**config.mk**
```make
export PLATFORM = sky130hd
export DESIGN_NAME = uart_tx_fifo_cfg
export DESIGN_NICKNAME = d
export VERILOG_FILES = /design/src/rtl/uart_pkg.sv /design/src/rtl/uart_baud_gen.sv /design/src/rtl/uart_tx_fifo_cfg.sv
export SDC_FILE = /design/constraint.sdc
export NUM_CORES = 1
export LEC_CHECK = 0
export ABC_AREA = 0
export CORE_MARGIN = 8
export CORE_UTILIZATION = 30
export DETAILED_ROUTE_END_ITERATION = 10
export PLACE_DENSITY_LB_ADDON = 0.1
export SYNTH_ARGS = -nofsm -noshare
export SYNTH_HDL_FRONTEND = slang
export SYNTH_SLANG_ARGS = --single-unit
```
**constraint.sdc**
```tcl
create_clock -name clk -period 15 [get_ports clk]
set_input_delay 3 -clock clk [delete_from_list [all_inputs] [get_ports clk]]
set_output_delay 3 -clock clk [all_outputs]
set_load 0.05 [all_outputs]
```
**src/rtl/uart_pkg.sv**
```systemverilog
// uart_pkg: shared FSM state type and parity mode encodings for the UART tx path
package uart_pkg;
  typedef enum logic [2:0] {IDLE, START, DATA, PAR, STOP} uart_state_t;
  localparam logic [1:0] PAR_NONE = 2'b00;
  localparam logic [1:0] PAR_EVEN = 2'b01;
  localparam logic [1:0] PAR_ODD  = 2'b10;
endpackage

```
**src/rtl/uart_baud_gen.sv**
```systemverilog
// uart_baud_gen: ticks once every period clk cycles (0 behaves as 1); restart realigns the count
module uart_baud_gen #(
  parameter int W = 16
) (
  input  logic         clk,
  input  logic         rst,
  input  logic         restart,
  input  logic [W-1:0] period,
  output logic         tick
);
  logic [W-1:0] cnt;
  logic [W-1:0] last;
  assign last = (period == '0) ? '0 : period - 1'b1;
  assign tick = cnt >= last;
  always_ff @(posedge clk)
    cnt <= (rst || restart || tick) ? '0 : cnt + 1'b1;
endmodule

```
**src/rtl/uart_tx_fifo_cfg.sv**
```systemverilog
// uart_tx_fifo_cfg: UART transmitter with inline tx FIFO and per-frame latched config.
// Parity generation and the PAR state exist only when UART_TX_PARITY_EN is defined.
module uart_tx_fifo_cfg
  import uart_pkg::*;
#(
  parameter int DBIT   = 8,
  parameter int OVS    = 16,
  parameter int DVSR_W = 16,
  parameter int FIFO_W = 4
) (
  input  logic              clk,
  input  logic              rst,
  input  logic [DVSR_W-1:0] dvsr,
  input  logic [1:0]        parity_mode,
  input  logic              stop2,
  input  logic              wr_valid,
  input  logic [DBIT-1:0]   wr_data,
  output logic              wr_ready,
  output logic [FIFO_W:0]   fifo_level,
  output logic              tx,
  output logic              tx_busy,
  output logic              tx_done_tick
);
  localparam int DEPTH = 2**FIFO_W;
  localparam int SW = $clog2(2*OVS);
  localparam int NW = $clog2(DBIT);
`ifdef UART_TX_PARITY_EN
  localparam bit PAR_EN = 1'b1;
`else
  localparam bit PAR_EN = 1'b0;
`endif
  logic [DBIT-1:0] mem [DEPTH];
  logic [FIFO_W-1:0] wp, rp;
  logic [FIFO_W:0] level;
  uart_state_t state;
  logic [SW-1:0] s;
  logic [NW-1:0] n;
  logic [DBIT-1:0] sh;
  logic [DVSR_W-1:0] dvsr_l;
  logic stop2_l, par_on, pbit, tick, full, empty, push, pop, bit_end, stop_end;
  assign full = level == (FIFO_W+1)'(DEPTH);
  assign empty = level == '0;
  assign push = wr_valid && !full;
  assign bit_end = tick && s == SW'(OVS-1);
  assign stop_end = tick && s == (stop2_l ? SW'(2*OVS-1) : SW'(OVS-1));
  assign tx_done_tick = state == STOP && stop_end;
  // the last stop cycle pops directly so the next start bit follows with no gap
  assign pop = !empty && (state == IDLE || tx_done_tick);
  assign wr_ready = !full;
  assign fifo_level = level;
  assign tx_busy = state != IDLE;
  uart_baud_gen #(.W(DVSR_W)) baud (
    .clk(clk),
    .rst(rst),
    .restart(pop),
    .period(dvsr_l),
    .tick(tick)
  );
  always_ff @(posedge clk)
    if (push) mem[wp] <= wr_data;
  always_ff @(posedge clk)
    if (rst) begin
      wp <= '0;
      rp <= '0;
      level <= '0;
    end else begin
      wp <= wp + FIFO_W'(push);
      rp <= rp + FIFO_W'(pop);
      level <= level + (FIFO_W+1)'(push) - (FIFO_W+1)'(pop);
    end
  always_ff @(posedge clk)
    if (rst) begin
      state <= IDLE;
      tx <= 1'b1;
      s <= '0;
      n <= '0;
      sh <= '0;
      dvsr_l <= '0;
      stop2_l <= 1'b0;
      par_on <= 1'b0;
      pbit <= 1'b0;
    end else if (pop) begin
      state <= START;
      tx <= 1'b0;
      s <= '0;
      sh <= mem[rp];
      dvsr_l <= dvsr;
      stop2_l <= stop2;
      par_on <= PAR_EN && (parity_mode == PAR_EVEN || parity_mode == PAR_ODD);
      pbit <= ^mem[rp] ^ (parity_mode == PAR_ODD);
    end else if (tick && state != IDLE) begin
      s <= ((bit_end && state != STOP) || stop_end) ? '0 : s + 1'b1;
      case (state)
        START: if (bit_end) begin
          state <= DATA;
          tx <= sh[0];
          n <= '0;
        end
        DATA: if (bit_end) begin
          sh <= sh >> 1;
          n <= n + 1'b1;
          if (n == NW'(DBIT-1)) begin
            state <= par_on ? PAR : STOP;
            tx <= par_on ? pbit : 1'b1;
          end else
            tx <= sh[1];
        end
`ifdef UART_TX_PARITY_EN
        PAR: if (bit_end) begin
          state <= STOP;
          tx <= 1'b1;
        end
`endif
        STOP: if (stop_end) state <= IDLE;
        default: ;
      endcase
    end
endmodule

```
==> impl_metrics.tcl, run 1 <==
set metrics [dict create \
    criticalPathCategory "register to primary output" \
    io_buffers 36 \
    ys.flop_type "edfxtp_1" \
    area_growth_pct 15.5 \
    clockBufferDepth 2 \
    status "completed" \
    die-width_um 186 \
    crit_path_cell_trace "or4_1 > nor4_1 > nand4b_1 > and2_1 > ha_1 > nand2b_1 > a2111oi_2 > o31ai_2 > nor2_2 > buf_4 > nor3_1 > clkdlybuf4s50_1" \
    hold_viol 0 \
    syn_nets 740 \
    insertion_delay_ps 440 \
    grt_pass1_vias 5676 \
    synth_area_leaders "edfxtp_1 44%, dfxtp_1 15%, mux4_2 8.8%" \
    synthesis.area_um2 8670 \
    critPathMaxFanout 24 \
    synthCells 676 \
    h-tree-depth 4 \
    cts_root_buf "clkbuf_16" \
    vias_per_cell 4.86 \
    antenna_found_initial 0 \
    report.final.slew_viol_count 0 \
    postCtsSetupBuffers 0 \
    finalSetupViolations 0 \
    critPathRequiredTime_ps 12000 \
    synthArstFlopShare_pct 0 \
    initial_core_util_pct 30.4 \
    cellPowerDensity_nw_per_um2 169 \
    maxCapViolCount 0 \
    grt_start_max_net_pins 51 \
    antenna_cells 0 \
    hpwl_um 13400 \
    ant_nets 0 \
    routed-via-count 5365 \
    grt.overflow.total 0 \
    drt-total-wl_um 20300 \
    fin_crit_ps 7970 \
    grt_pass1_wl_um 32400 \
    core_um2 28500 \
    relSlewSlack_pct 20.2 \
    total_power_uw 1690 \
    cp.arrival_ps 4970 \
    die_area_um2 34600 \
    fmax_mhz 125 \
    grt_usage_pct 12.5 \
    drcViolationCount 0 \
    drtIter0Drc 272 \
    timing.final.crit_share_pct 53.1 \
    drtPass1Iterations 6 \
    synth_seq_cells 194 \
    synth_largest_area_cell "edfxtp_1" \
    cts_tree "done" \
    cts_resized 0 \
    startpoint_type "register" \
    finalSetupTns_ps 0 \
    synth_edf_count 128 \
    clk_pin_slew_ps 80 \
    cp-end-kind "primary output" \
    numCtsBuffers 17 \
    rsz0062_at_grt "false" \
    crit_path_top_delay_cell "clkdlybuf4s50_1" \
    ys_warn_count 0 \
    slowest_delay_ps 710 \
    skew_ps 13.0 \
    die_y_um 186 \
    gp_congestion 0.736 \
    ys_seq_area_share_pct 59.6 \
    syn_area_per_cell_um2 12.8 \
    wire_per_inst_um 18.4 \
    clock-sinks 194 \
    hold_class "register to register" \
    synth_top_area_share_pct 44.4 \
    peakVddDrop_v 0.0000895 \
    cts_hold_buffers 0 \
    final_cells 1105 \
    leakage_uw 0.00334 \
    yosysUniqueCellTypes 60 \
    num_rows 62 \
    tightest_slew_ps 1190 \
    pin_count 39 \
    layout.nets 773 \
    place_inst 1074 \
    drive_gt1_share_pct 12.6 \
]
-- cell usage after synthesis, drive strengths merged (2+ instances only) --
cell type / count
mux4: 34
dfxtp: 66
nor4: 3
edfxtp: 128
a21o: 2
o41ai: 2
nor2: 57
o31ai: 3
nand4b: 3
a21oi: 48
nor3: 11
ha: 33
o211ai: 11
or4: 4
and3: 4
buf: 16
or3: 2
clkbuf: 13
nand3: 16
mux2: 4
nand3b: 3
nand4: 2
xor2: 22
nand2: 86
a221oi: 2
xnor2: 14
a2111oi: 2
and4: 2
mux2i: 2
inv: 17
o21ai: 14
and2: 6
nand2b: 6
a211oi: 3
nor2b: 12
a22oi: 9
-- per-stage QoR --
stage | util, % | setup WS (ps) | hold slack (ps) | area [um^2]
CTS | 35.1 | 6940 | 475 | 10000
global placement | 33.1 | 7490 | 454 | 9450
floorplan | - | 7970 | 441 | 8670
finish | 35.1 | 7030 | 467 | 10000
global route | 35.1 | 6550 | 508 | 10000
detailed placement | 33.1 | 7420 | 464 | 9450
-- area by class of cell --
class / count / area (um^2)
repair buffers: 43 / 408
flip-flops and latches: 194 / 5170
clock buffers: 17 / 425
well taps: 384 / 480
multi-input cells: 436 / 3330
clock inverters: 14 / 139
inverters: 17 / 63.8
fillers: 2810 / 18500
-- critical path, delay by kind of cell, from the launching register on --
kind / cells / cell delay [ps]
AOI/OAI and AO/OA: 2 / 630
adders and majority gates: 1 / 260
buffers and inverters: 2 / 970
DFF: 1 / 360
and+or+nand+nor: 7 / 2300
-- power by group --
part           internal [uW]  leakage [uW]  switching (uW)  total, uW
Combinational            243       0.00138             341        584
Clock                    220      0.000272             222        442
Sequential               619       0.00169            45.8        665
-- layer usage --
| layer | vias to the layer above | wire (um) | global-route usage [%] |
|---|---|---|---|
| met2 | 62 | 10300 | 21.8 |
| met3 | 21 | 609 | 2.58 |
| met4 | 0 | 317 | 4.35 |
| met5 | - | 0 | 0 |
| met1 | 2700 | 9010 | 15.1 |
| li1 | 2582 | - | - |
-- cell usage in the layout, fill, tap and decap left out, types with 3 or more instances in the layout --
cell / synthesis / layout
o21ai_1: 3 / 3
mux4_2: 34 / 34
mux2_2: 4 / 4
ha_1: 33 / 33
xnor2_1: 14 / 14
nor3_1: 10 / 6
nor2b_1: 12 / 12
inv_8: 0 / 3
and3_1: 4 / 4
a22oi_1: 9 / 9
and2_1: 6 / 6
nand3b_1: 3 / 3
a21oi_1: 48 / 48
xor2_1: 22 / 22
edfxtp_1: 128 / 128
a211oi_1: 3 / 3
nand4b_1: 3 / 3
nand3_1: 16 / 16
clkbuf_16: 0 / 17
nor2_1: 56 / 56
o211ai_1: 11 / 11
or4_1: 4 / 4
nand2_1: 85 / 85
inv_1: 16 / 16
nor3_2: 1 / 5
clkdlybuf4s50_1: 0 / 35
dfxtp_1: 66 / 65
inv_6: 0 / 5
o21ai_0: 11 / 11
nand2b_1: 6 / 6
buf_4: 1 / 7
nor4_1: 3 / 3
-- cells by family after synthesis --
| family | count (synthesis) | share of synthesized area (%) |
|---|---|---|
| xor gates and xnor gates | 36 | 3.64 |
| and+or+nand+nor | 222 | 12.1 |
| buffers and inverters | 46 | 2.22 |
| AOI/OAI and AO/OA | 104 | 7.90 |
| adders and majority gates | 34 | 5.00 |
| muxes | 40 | 9.59 |
| DFF | 194 | 59.6 |
-- registers in the layout (all words and copies together) (netlist names) --
name	flops
rp	4
baud.cnt	16
state	3
tx	1
dvsr_l	16
wp	4
s	5
fifo_level	5
n	3
stop2_l	1
mem	128
sh	8
-- worst paths after layout --
kind	from	end	slack, ps	depth (start not counted)
max	dvsr_l[8]	tx_done_tick	7030	12
min	tx	tx	470	2
max reg2reg	dvsr_l[8]	fifo_level[4]	8480	20
min reg2reg	tx	tx	470	2
Power figures use the tool's default switching activity.
==> run 2, diff against run 1 <==
- clock period: 15 -> 8.2 ns (I/O delays scaled with it)
==> impl_metrics.tcl, run 2 (synthesis results as in run 1) <==
set metrics [dict create \
    status "completed" \
    total_power_uw 3180 \
    hpwl_um 13500 \
    grt_start_max_net_pins 51 \
    timing.final.crit_share_pct 79.9 \
    maxCapViolCount 0 \
    drtIter0Drc 231 \
    vias_per_cell 4.81 \
    postCtsSetupBuffers 0 \
    initial_core_util_pct 30.4 \
    seqPwrFrac_pct 38.2 \
    die_area_um2 34600 \
    n_fill_cell 2839 \
    antenna_cells 0 \
    r2r-start "dvsr_l[8]" \
    drtPass1Iterations 4 \
    crit_path_top_delay_cell "clkdlybuf4s50_1" \
    drive_gt1_share_pct 12.9 \
    skew_ps 19.8 \
    startpoint_type "register" \
    final_cells 1107 \
    drcViolationCount 0 \
    min_path_cells 2 \
    largest_reg_flops 128 \
    clockBufferDepth 2 \
    finalSetupTns_ps 0 \
    cp-end-kind "primary output" \
    fin_area_um2 10100 \
    min_to "tx" \
    fin_crit_ps 6560 \
    h-tree-depth 4 \
    numCtsBuffers 17 \
    num_rows 62 \
    hold_class "register to register" \
    pin_count 39 \
    placed_area_um2 9450 \
    io_buffers 36 \
    crit_path_cell_trace "or4_1 > nor4_1 > nand4b_1 > and2_1 > ha_1 > nand2b_1 > a2111oi_2 > o31ai_2 > nor2_2 > buf_4 > nor3_1 > clkdlybuf4s50_1" \
    clock-sinks 194 \
    top_regs "mem (128), baud.cnt (16), dvsr_l (16)" \
    finalSetupViolations 0 \
    cellPowerDensity_nw_per_um2 316 \
    cts_tree "done" \
    reg2reg_depth 21 \
    clk_pin_slew_ps 80 \
    routed-via-count 5330 \
    criticalPathCategory "register to primary output" \
    cts_resized 0 \
    r2r_slack_ps 2340 \
    cts_root_buf "clkbuf_16" \
    fin_ws_ps 1640 \
    final_common_cell "edfxtp_1" \
    tightest_slew_ps 1130 \
    insertion_delay_ps 440 \
    layout.nets 774 \
    p_int_uw 2030 \
    fmax_mhz 153 \
    clkPwrFrac_pct 27.6 \
    grt.overflow.total 0 \
    grt_pass1_wl_um 32400 \
    wire_per_inst_um 18.3 \
    peakVddDrop_v 0.000167 \
    place_inst 1075 \
    die-width_um 186 \
    gp_congestion 0.720 \
    final_cell_mix "128 x edfxtp_1, 85 x nand2_1, 65 x dfxtp_1" \
    die_y_um 186 \
    cp.arrival_ps 4920 \
    power.switching_uw 1150 \
    top_register "mem" \
    drt-total-wl_um 20200 \
    rsz0062_at_grt "false" \
    grt_usage_pct 12.5 \
    hold_viol 0 \
    grt_pass1_vias 5678 \
    core_um2 28500 \
    critPathMaxFanout 24 \
    worstHoldStart "tx" \
    relSlewSlack_pct 24.1 \
    p_comb_share_pct 34.3 \
    leakage_uw 0.00338 \
    area_growth_pct 16.3 \
    critPathRequiredTime_ps 6560 \
    r2r_end "fifo_level[4]" \
    ant_nets 0 \
    cts_hold_buffers 0 \
    antenna_found_initial 0 \
    slowest_delay_ps 710 \
    pre_cts_ws_ps 2100 \
    report.final.slew_viol_count 0 \
    sw_frac_of_total_pct 36.1 \
]
## run 2: cell count changes in the layout (fill, tap and decap cells not counted), sizes merged
cell,change
bufinv,+1
buf,+1
inv,+2
clkinvlp,-1
clkinv,-1
## run 2: worst max path at each step
stage | startpoint | endpoint | slack, ps
2_1_floorplan | dvsr_l[2] | tx_done_tick | 2530
3_5_place_dp | dvsr_l[8] | tx_done_tick | 2100
3_3_place_gp | dvsr_l[8] | tx_done_tick | 2070
5_1_grt | dvsr_l[8] | tx_done_tick | 1210
6_report | dvsr_l[8] | tx_done_tick | 1640
4_1_cts | dvsr_l[8] | tx_done_tick | 1600
## run 2: area by class of cell
cell class | count | area, um^2 | share of cell area, %
Timing Repair Buffer | 44 | 415 | 4.12
Multi-Input combinational cell | 436 | 3330 | 33.0
Tap cell | 384 | 480 | 4.77
Clock inverter | 15 | 196 | 1.95
Clock buffer | 17 | 425 | 4.22
Sequential cell | 194 | 5170 | 51.3
Inverter | 17 | 63.8 | 0.633
## run 2: worst max-delay path, delay by kind of cell, from the launching register on
family	cells	cell delay, ps
flops	1	360
buf+inv	2	970
simple gates	7	2250
fa+ha+maj	1	260
compound gates	2	630
## run 2: power by group through the flow
stage               clock (uW)  sequential, uW  combinational, uW
finish                     878            1210               1090
global route               943            1230               1230
CTS                        904            1210               1110
detailed placement           0            1240               1100
global placement             0            1230               1080
floorplan                    0            1250                794
## run 2: layer usage
metal / wire length (um) / part of all wire (%) / vias up / global-route usage, %
met1: 8990 / 44 / 2659 / 15.3
met3: 651 / 3.2 / 20 / 2.73
met2: 10100 / 50 / 69 / 21.5
met5: 0 / 0 / - / 0
li1: - / - / 2582 / -
met4: 420 / 2.1 / 0 / 4.29
## run 2: stage by stage
step | hold WS [ps] | util, %
5_1_grt | 490 | 35.3
2_1_floorplan | 441 | -
4_1_cts | 466 | 35.3
3_3_place_gp | 453 | 33.1
6_report | 458 | 35.3
3_5_place_dp | 451 | 33.1
